==> src/rtl/sp_ram_param.sv <==
// Single-port RAM with per-lane byte enables, selectable read-during-write
// behaviour, an optional output register and a self-clearing init sequence.
module sp_ram_param #(
    parameter int unsigned DATA_WIDTH = 16,
    parameter int unsigned ADDR_WIDTH = 4,
    parameter int unsigned BYTE_WIDTH = 8,
    parameter int unsigned RDW_MODE   = 0,
    parameter int unsigned OUT_REG    = 0
) (
    input  logic                             clk,
    input  logic                             reset,
    input  logic                             en,
    input  logic                             we,
    input  logic [DATA_WIDTH/BYTE_WIDTH-1:0] be,
    input  logic [ADDR_WIDTH-1:0]            addr,
    input  logic [DATA_WIDTH-1:0]            data,
    output logic [DATA_WIDTH-1:0]            q,
    output logic                             q_valid,
    output logic                             init_busy
);

    localparam int unsigned NB    = DATA_WIDTH / BYTE_WIDTH;
    localparam int unsigned DEPTH = 2 ** ADDR_WIDTH;

    typedef enum logic [0:0] {StInit, StReady} state_e;

    state_e                  state_q, state_d;
    logic [ADDR_WIDTH-1:0]   ptr_q, ptr_d;

    logic [DATA_WIDTH-1:0]   mem [DEPTH];
    logic [DATA_WIDTH-1:0]   rd_word;
    logic [DATA_WIDTH-1:0]   merged;
    logic                    acc, wr, rd;
    logic                    mem_we;
    logic [ADDR_WIDTH-1:0]   mem_addr;
    logic [DATA_WIDTH-1:0]   mem_wdata;

    logic [DATA_WIDTH-1:0]   s0_q, s0_d;
    logic                    s0_valid_q, s0_valid_d;

    always_comb begin
        state_d = state_q;
        ptr_d   = ptr_q;
        unique case (state_q)
            StInit: begin
                ptr_d = ptr_q + 1'b1;
                if (ptr_q == {ADDR_WIDTH{1'b1}}) begin
                    state_d = StReady;
                end
            end
            StReady: begin
                state_d = StReady;
            end
            default: begin
                state_d = StInit;
            end
        endcase
    end

    always_ff @(posedge clk) begin
        if (reset) begin
            state_q <= StInit;
            ptr_q   <= '0;
        end else begin
            state_q <= state_d;
            ptr_q   <= ptr_d;
        end
    end

    assign init_busy = (state_q == StInit);
    assign acc       = en && !init_busy;
    assign wr        = acc && we;
    assign rd        = acc && !we;
    assign rd_word   = mem[addr];

    // Lanes without an enable keep the stored value, so the whole word is rewritten.
    always_comb begin
        merged = rd_word;
        for (int unsigned i = 0; i < NB; i++) begin
            if (be[i]) begin
                merged[i*BYTE_WIDTH +: BYTE_WIDTH] = data[i*BYTE_WIDTH +: BYTE_WIDTH];
            end
        end
    end

    assign mem_we    = !reset && (init_busy || wr);
    assign mem_addr  = init_busy ? ptr_q : addr;
    assign mem_wdata = init_busy ? '0 : merged;

    always_ff @(posedge clk) begin
        if (mem_we) begin
            mem[mem_addr] <= mem_wdata;
        end
    end

    always_comb begin
        s0_d       = s0_q;
        s0_valid_d = 1'b0;
        if (rd) begin
            s0_d       = rd_word;
            s0_valid_d = 1'b1;
        end else if (wr) begin
            if (RDW_MODE == 0) begin
                s0_d       = rd_word;
                s0_valid_d = 1'b1;
            end else if (RDW_MODE == 1) begin
                s0_d       = merged;
                s0_valid_d = 1'b1;
            end
        end
    end

    always_ff @(posedge clk) begin
        if (reset) begin
            s0_q       <= '0;
            s0_valid_q <= 1'b0;
        end else begin
            s0_q       <= s0_d;
            s0_valid_q <= s0_valid_d;
        end
    end

    if (OUT_REG != 0) begin : g_out_reg
        logic [DATA_WIDTH-1:0] s1_q;
        logic                  s1_valid_q;

        // Only capture fresh results so q keeps holding between reads.
        always_ff @(posedge clk) begin
            if (reset) begin
                s1_q       <= '0;
                s1_valid_q <= 1'b0;
            end else begin
                s1_valid_q <= s0_valid_q;
                if (s0_valid_q) begin
                    s1_q <= s0_q;
                end
            end
        end

        assign q       = s1_q;
        assign q_valid = s1_valid_q;
    end else begin : g_no_out_reg
        assign q       = s0_q;
        assign q_valid = s0_valid_q;
    end

endmodule

==> config.mk <==
export PLATFORM = sky130hd
export DESIGN_NAME = sp_ram_param
export DESIGN_NICKNAME = d
export VERILOG_FILES = /design/src/rtl/sp_ram_param.sv
export SDC_FILE = /design/constraint.sdc
export NUM_CORES = 1
export LEC_CHECK = 0
export BUFFER_PORTS_ARGS = -buffer_cell sky130_fd_sc_hd__buf_2
export CAP_MARGIN = 20
export CORE_ASPECT_RATIO = 1.4
export CORE_MARGIN = 3
export CORE_UTILIZATION = 45
export DETAILED_ROUTE_END_ITERATION = 16
export GPL_ROUTABILITY_DRIVEN = 1
export GPL_TIMING_DRIVEN = 0
export PLACE_DENSITY = 0.7
export SYNTH_ARGS = -nofsm -noshare
export SYNTH_HDL_FRONTEND = slang
export SYNTH_SLANG_ARGS = --single-unit
==> constraint.sdc <==
create_clock -name clk -period 2.9 [get_ports clk]
set_input_delay 0.29 -clock clk [delete_from_list [all_inputs] [get_ports clk]]
set_output_delay 0.29 -clock clk [all_outputs]
set_load 0.02 [all_outputs]
# == Word-level counts from Yosys, hierarchy flattened ==
# Memories as Yosys holds them, arrays and structs flattened.
# Cells that the tools add are included.
# Widths: inputs -> output; s select.
# word_totals
ram_bits,256
latch_bits,0
romBits,0
mem_count,1
register_bits,22
# mem_list
memory,depth,width,rd,rd_ports_with_merged_regs,wr,line_no,text
mem,16,16,1,0,1,30,logic [DATA_WIDTH-1:0] mem [DEPTH];
# op_classes
muxes,12
magnitude_cmp,0
add_sub_neg,1
multipliers,0
bitwise_logic,1
div,0
eq_ne,1
shifts,0
reduce_logical,8
# op_table
operator,count
$mux 16,3
$mux 8,2
$mux 1,5
$add 4x1->4 const B,1
$eq 4x4->1 const B,1
$logic_and 1x1->1,4
$mux 4,1
$logic_not 1->1,2
$pmux 1 s2,1
$reduce_bool 2->1,1
$logic_or 1x1->1,1
$not 1->1,1

# == Longest topological paths before layout ==
# Gate-level depths: netlist of the first run.
# logic_depth
depth_word,6
ltp_mapped,7

# == Worst setup path after synthesis of the first run ==
# No wires, ideal clock.
# synth_path
path_type,input port to flip-flop
start,in addr[0]
end,mem mem[4][0] (enable)
setup_time_ns,0.388
setup_slack_ns,0.637
t_required_ns,2.512
arrival_time_ns,1.875
n_path_buf,3
cell_stages,7
cell_sequence,buf_6 > buf_6 > buf_6 > nand4b_1 > a21oi_1 > nand2_1 > nor2_1
# synth_via
elab_chain_len,1
# synth_rtl
element,line_no,text
"start, declared",15,"input logic [ADDR_WIDTH-1:0] addr,"
$mux 4,87,assign mem_addr = init_busy ? ptr_q : addr;
"end, declared",30,
# No other way between the ends.

# == Worst setup path in the final report of the first run ==
# layout_path
start,reg state_q
end,mem mem[2][15] (enable)
# layout_via
elab_chain_len,6
word_cells_on_any_way,8
classes_between,mux (3); bitwise (1); reduce/logical (4)
# layout_rtl
element,line_no,text
"start, declared",27,"state_e state_q, state_d;"
"start signal, assigned",62,state_q <= StInit;
"start signal, assigned",65,state_q <= state_d;
$logic_and 1x1->1,71,assign acc = en && !init_busy;
$logic_and 1x1->1,72,assign wr = acc && we;
$logic_or 1x1->1,86,assign mem_we = !reset && (init_busy || wr);
$logic_and 1x1->1,86,
$mux 1,91,if (mem_we) begin
$mux 1 (implied by the code),92,mem[mem_addr] <= mem_wdata;
# Parallel ways exist; a longest one is shown, timed or not.

==> flow_summary.ini, run 1 <==
[outcome]
status = finished, final reports clean

[timing]
finalCritPeriodShare_pct = 99.5
slew_viol_final = 0
report.final.setup_viol = 0
rsz0062_at_grt = yes
hold_violations = 0
fin_crit_ps = 2890
timing.hold.ws_ps = 119
relSlewSlack_pct = 31.8
fmax_ghz = 0.346
worst_slew_pin_slew_ps = 1020
skew_ps = 15.0

[cts]
cts.sinks = 278
cts_buffers = 24
cts_resized = 0
clock_path_buffers = 3
worstSkewPairLatency_ps = 520
clk_pin_slew_ps = 60
htree_num_levels = 1
cts_tree = yes
clock-root-buffer = clkbuf_16

[worst_setup_path]
path_cells = clkbuf_1, clkbuf_1, a31oi_1, nor2_2
crit_top_cell = clkbuf_1
slowest_delay_ps = 840
path_buf_inv = 2
critPathArrivalTime_ps = 3020
cp-start-kind = flip-flop
required_ps = 3030
critPathMaxFanout = 16
cp_slowest_cell = nor2_2
crit_type = reg2reg
crit_family = buffers and inverters
cp-end-kind = flip-flop

[global_route]
grt_remaining_overflow = 0
grt.met2_usage_pct = 33.5
met1_usage_pct = 23.9
met3_usage_pct = 1.99
grt_pass1_vias = 6174
antenna_found_initial = 0
grtUsageTotal_pct = 18.7
grt_pass1_wl_mm = 38.0
grt_start_max_net_pins = 17
top_usage_layer = met2

[drt]
via_count = 5916
drtIter0Drc = 662
wl_mm = 25.0
drc = 0
post_drt_wl_per_cell_microns = 24.8
via_per_inst = 5.86
firstDrtPassIters = 5
ant_nets = 0

[synth]
syn-instance-count = 603
ys_warn_count = 0
syn_nets = 630
synth_cell_type_count = 40
synth_area_sq_um = 11100
synth_top_area_cell = edfxtp_1
synth_area_leaders = edfxtp_1 69%, mux4_2 6.5%, mux2i_1 6.0%
synth_edf_count = 256
async_flop_share_pct = 0
syn_avg_cell_area_sq_um = 18.4
synthFlopType = edfxtp_1
yosysSeqAreaShare_pct = 73.3
synth_top_area_share_pct = 69.3
ys_ff_latch = 278

[pwr]
power.density_nw_per_um2 = 631
vdd_drop_max_v = 0.000358
leakage_nw = 4.55
finalPower_mw = 8.02

[die]
fp-row-count = 67
die_w_microns = 139
core_sq_um = 24100
pin_count = 44
initial_utilization_pct = 46.1
die_area_sq_um = 26600
die_y_microns = 192

[placed_design]
dp_hpwl_mm = 17.4
placed_cells = 965
numPortBuffers = 38
routabilityCongestion = 0.865

[final_layout]
diodes = 0
final_nets = 709
utilization_pct = 52.8
final_cell_mix = 256 x edfxtp_1, 66 x mux2i_1, 43 x buf_2, 32 x mux4_2
syn2layout_area_growth_pct = 14.6
layout.cells.non_filler = 1009
layout_commonest_cell = edfxtp_1
drive_gt1_share_pct = 26.8

[min_path]
min_path_type = in2reg

[run]
max_cap_viol_count = 0
[flip-flops by register name (all words and copies together), names as in the netlist]
| register | cells |
|---|---|
| ptr_q | 4 |
| q | 16 |
| mem | 256 |
| q_valid | 1 |
| state_q | 1 |
[worst paths after layout]
kind / from / endpoint / slack [ps] / cells past startpoint
max: state_q / mem[2][15] / 10 / 4
min: reset / ptr_q[2] / 120 / 2
max reg2reg: state_q / mem[2][15] / 10 / 4
min reg2reg: q[14] / q[14] / 470 / 2
[report_power, final]
group / leakage, nW / total, mW / switching, mW / internal (mW)
clock: 0.385 / 3.19 / 1.36 / 1.84
sequential: 2.63 / 4.38 / 0.0141 / 4.37
combinational: 1.53 / 0.445 / 0.265 / 0.179
total: 4.55 / 8.02 / 1.63 / 6.38
[routing by layer]
layer,vias up,share of wire (%),wire length (microns)
met4,0,3.6,903
met3,55,5.3,1320
met1,3037,39,9800
met2,235,52,13000
li1,2589,-,-
met5,-,0,0
[cells by family (layout without fill, tap and decap cells)]
group | count (synthesis) | after routing | synth area share, %
adder cells (fa/ha/maj) | 1 | 1 | 0.113
buffers and inverters | 45 | 141 | 2.26
XOR/XNOR | 2 | 2 | 0.158
multiplexers | 99 | 99 | 12.6
AO/OA/AOI/OAI | 106 | 106 | 8.52
flip-flops | 278 | 278 | 73.3
AND/OR/NAND/NOR | 72 | 72 | 3.12
[metrics by stage]
stage | setup slack (ps) | instance area (sq um) | setup TNS [ps]
global placement | -455 | 11700 | -74730
detailed placement | -125 | 11900 | -1990
global route | -111 | 12700 | -2850
CTS | 38.5 | 12700 | 0
floorplan | 637 | 11100 | 0
finish | 13.6 | 12700 | 0
[layout make-up]
class                           count  area [sq um]
Sequential cell                   278          8130
Multi-Input combinational cell    280          2750
Inverter                            7          26.3
Tap cell                          310           388
Timing Repair Buffer               53           404
Clock buffer                       29           641
Fill cell                        1826         11400
Clock inverter                     14           143
Buffer                             38           224
[Yosys cell counts, types with 2 or more instances]
library cell,number
clkbuf_1,16
nor3_1,2
nor2_1,37
edfxtp_1,256
buf_1,5
o21ai_0,16
buf_4,5
nor2b_1,2
a22o_1,15
nand4_1,2
nor2_2,15
a221o_1,31
o22ai_2,15
o21ba_1,15
inv_1,6
a2bb2oi_1,2
mux4_2,32
a31oi_1,3
dfxtp_1,22
buf_6,6
a21oi_1,7
mux2i_1,66
nand2_1,6
buf_2,5
[what timing repair did]
action | CTS | global route
setup buffers | 0 | 0
endpoints found under the setup margin | 0 | 32
hold buffers | 0 | 0
No activity file was read; power rests on OpenSTA's default activity.
==> run 2: changes to the inputs <==
--- a/config.mk
+++ b/config.mk
@@ -14,6 +14,7 @@
 export GPL_ROUTABILITY_DRIVEN = 1
 export GPL_TIMING_DRIVEN = 0
 export PLACE_DENSITY = 0.7
+export RECOVER_POWER = 50
 export SYNTH_ARGS = -nofsm -noshare
 export SYNTH_HDL_FRONTEND = slang
 export SYNTH_SLANG_ARGS = --single-unit
==> flow_summary.ini, run 2 (synthesis gave the netlist of run 1 again) <==
[outcome]
status = finished, final reports clean

[die]
initial_utilization_pct = 46.1
die_y_microns = 192
die_area_sq_um = 26600
pin_count = 44
die_w_microns = 139
core_sq_um = 24100
fp-row-count = 67

[global_route]
grtUsageTotal_pct = 18.7
grt_remaining_overflow = 0
grt_pass1_vias = 6174
grt_pass1_wl_mm = 38.0
grt_start_max_net_pins = 17
antenna_found_initial = 0

[timing]
report.final.setup_viol = 0
finalCritPeriodShare_pct = 99.8
worst_slack_ps = 6.92
fin_crit_ps = 2890
timing.hold.ws_ps = 112
relSlewSlack_pct = 27.8
skew_ps = 17.0
tns_ps = 0
worst_slew_pin_slew_ps = 1080
hold_violations = 0
slew_viol_final = 0
fmax_ghz = 0.346
rsz0062_at_grt = yes

[final_layout]
layout_commonest_cell = edfxtp_1
multiInputGateArea_sq_um = 2660
final_cell_mix = 256 x edfxtp_1, 66 x mux2i_1, 41 x clkbuf_1, 32 x mux4_2, 31 x a221o_1
n_fill_cell = 1857
syn2layout_area_growth_pct = 13.3
layout.cells.non_filler = 1009
final_nets = 709
utilization_pct = 52.2
final_area_sq_um = 12600
largest_reg_flops = 256
seq_area_sq_um = 8130
diodes = 0
drive_gt1_share_pct = 21.2
top_register = mem

[drt]
via_per_inst = 5.90
ant_nets = 0
via_count = 5957
post_drt_wl_per_cell_microns = 24.8
wl_mm = 25.1
drtIter0Drc = 669
firstDrtPassIters = 5
drc = 0

[worst_setup_path]
critPathArrivalTime_ps = 3110
cp_slowest_cell = clkbuf_1
path_cells = buf_2, clkbuf_1, clkbuf_1, inv_1, nor3_1, a31oi_1, nor2_2, buf_6
cp-end-kind = flip-flop
r2r_cells = 4
r2r_end = mem[2][15]
reg2reg_from = state_q
crit_start = addr[2]
crit_type = in2reg
critPathMaxFanout = 10
crit_top_cell = clkbuf_1
r2r_slack_ps = 40
critPathCapture = mem[15][6]
cp-start-kind = primary input
required_ps = 3120
slowest_delay_ps = 670

[min_path]
min_path_type = in2reg

[placed_design]
placed_cells = 965
routabilityCongestion = 0.865
numPortBuffers = 38
dp_hpwl_mm = 17.4
pre_cts_ws_ps = -125
placed_area_sq_um = 11900

[cts]
cts.sinks = 278
cts_resized = 0
cts_buffers = 24
worstSkewPairLatency_ps = 520
htree_num_levels = 1
clock-root-buffer = clkbuf_16
clock_path_buffers = 3
cts_tree = yes
clk_pin_slew_ps = 70

[pwr]
leakage_nw = 4.42
p_comb_share_pct = 5.3
power.internal_mw = 6.37
seq_power_share_pct = 54.8
finalPower_mw = 8.00
power.density_nw_per_um2 = 636
vdd_drop_max_v = 0.000358
p_sw_share_pct = 20.3
p_clk_share_pct = 39.9
p_switching_mw = 1.62

[run]
max_cap_viol_count = 0
## run 2: cell count changes in the layout (fill, tap and decap cells not counted), moves of 4 or more
cell | previous run | this run
o22ai_1 | 0 | 13
clkbuf_1 | 20 | 41
nor2_1 | 21 | 25
nor2_2 | 31 | 27
buf_2 | 43 | 22
o22ai_2 | 15 | 2
## run 2: worst min path at each step
stage               start  endpoint  slack (ps)  cells after the start
floorplan              en     q[14]         470                      2
global placement    q[14]     q[14]         450                      2
detailed placement   q[4]      q[4]         450                      1
CTS                 reset  ptr_q[2]          90                      2
global route        reset  ptr_q[2]         140                      2
finish              reset  ptr_q[1]         110                      2
## run 2: timing repair
action	4_1_cts	5_1_grt
endpoints found under the setup margin	0	32
buffers inserted	0	0
hold buffers	0	0
## run 2: power groups by stage
stage	Combinational, mW	Clock, mW	Sequential [mW]
floorplan	0.299	0	4.46
global placement	0.419	0	4.47
detailed placement	0.443	0	4.47
CTS	0.445	3.23	4.38
global route	0.452	3.40	4.38
finish	0.426	3.19	4.38
## run 2: final cells by class
| class | instances | area share (%) |
|---|---|---|
| flip-flops and latches | 278 | 64.7 |
| multi-input cells | 280 | 21.2 |
| clock buffers | 29 | 5.10 |
| well taps | 310 | 3.09 |
| repair buffers | 53 | 2.88 |
| plain buffers | 38 | 1.75 |
| clock inverters | 14 | 1.14 |
| inverters | 7 | 0.209 |
## run 2: routing by layer
layer | routed length, microns | share of wire [%] | GRT usage (%) | vias up
met5 | 0 | 0 | 0 | -
met4 | 859 | 3.4 | 6.66 | 0
met3 | 1380 | 5.5 | 1.99 | 53
met2 | 13100 | 52 | 33.5 | 246
met1 | 9740 | 39 | 23.9 | 3069
li1 | - | - | - | 2589
## run 2: critical path, delay by kind of cell
kind | cells | cell delay [ps]
simple gates | 2 | 800
compound gates | 1 | 160
buf+inv | 5 | 1840
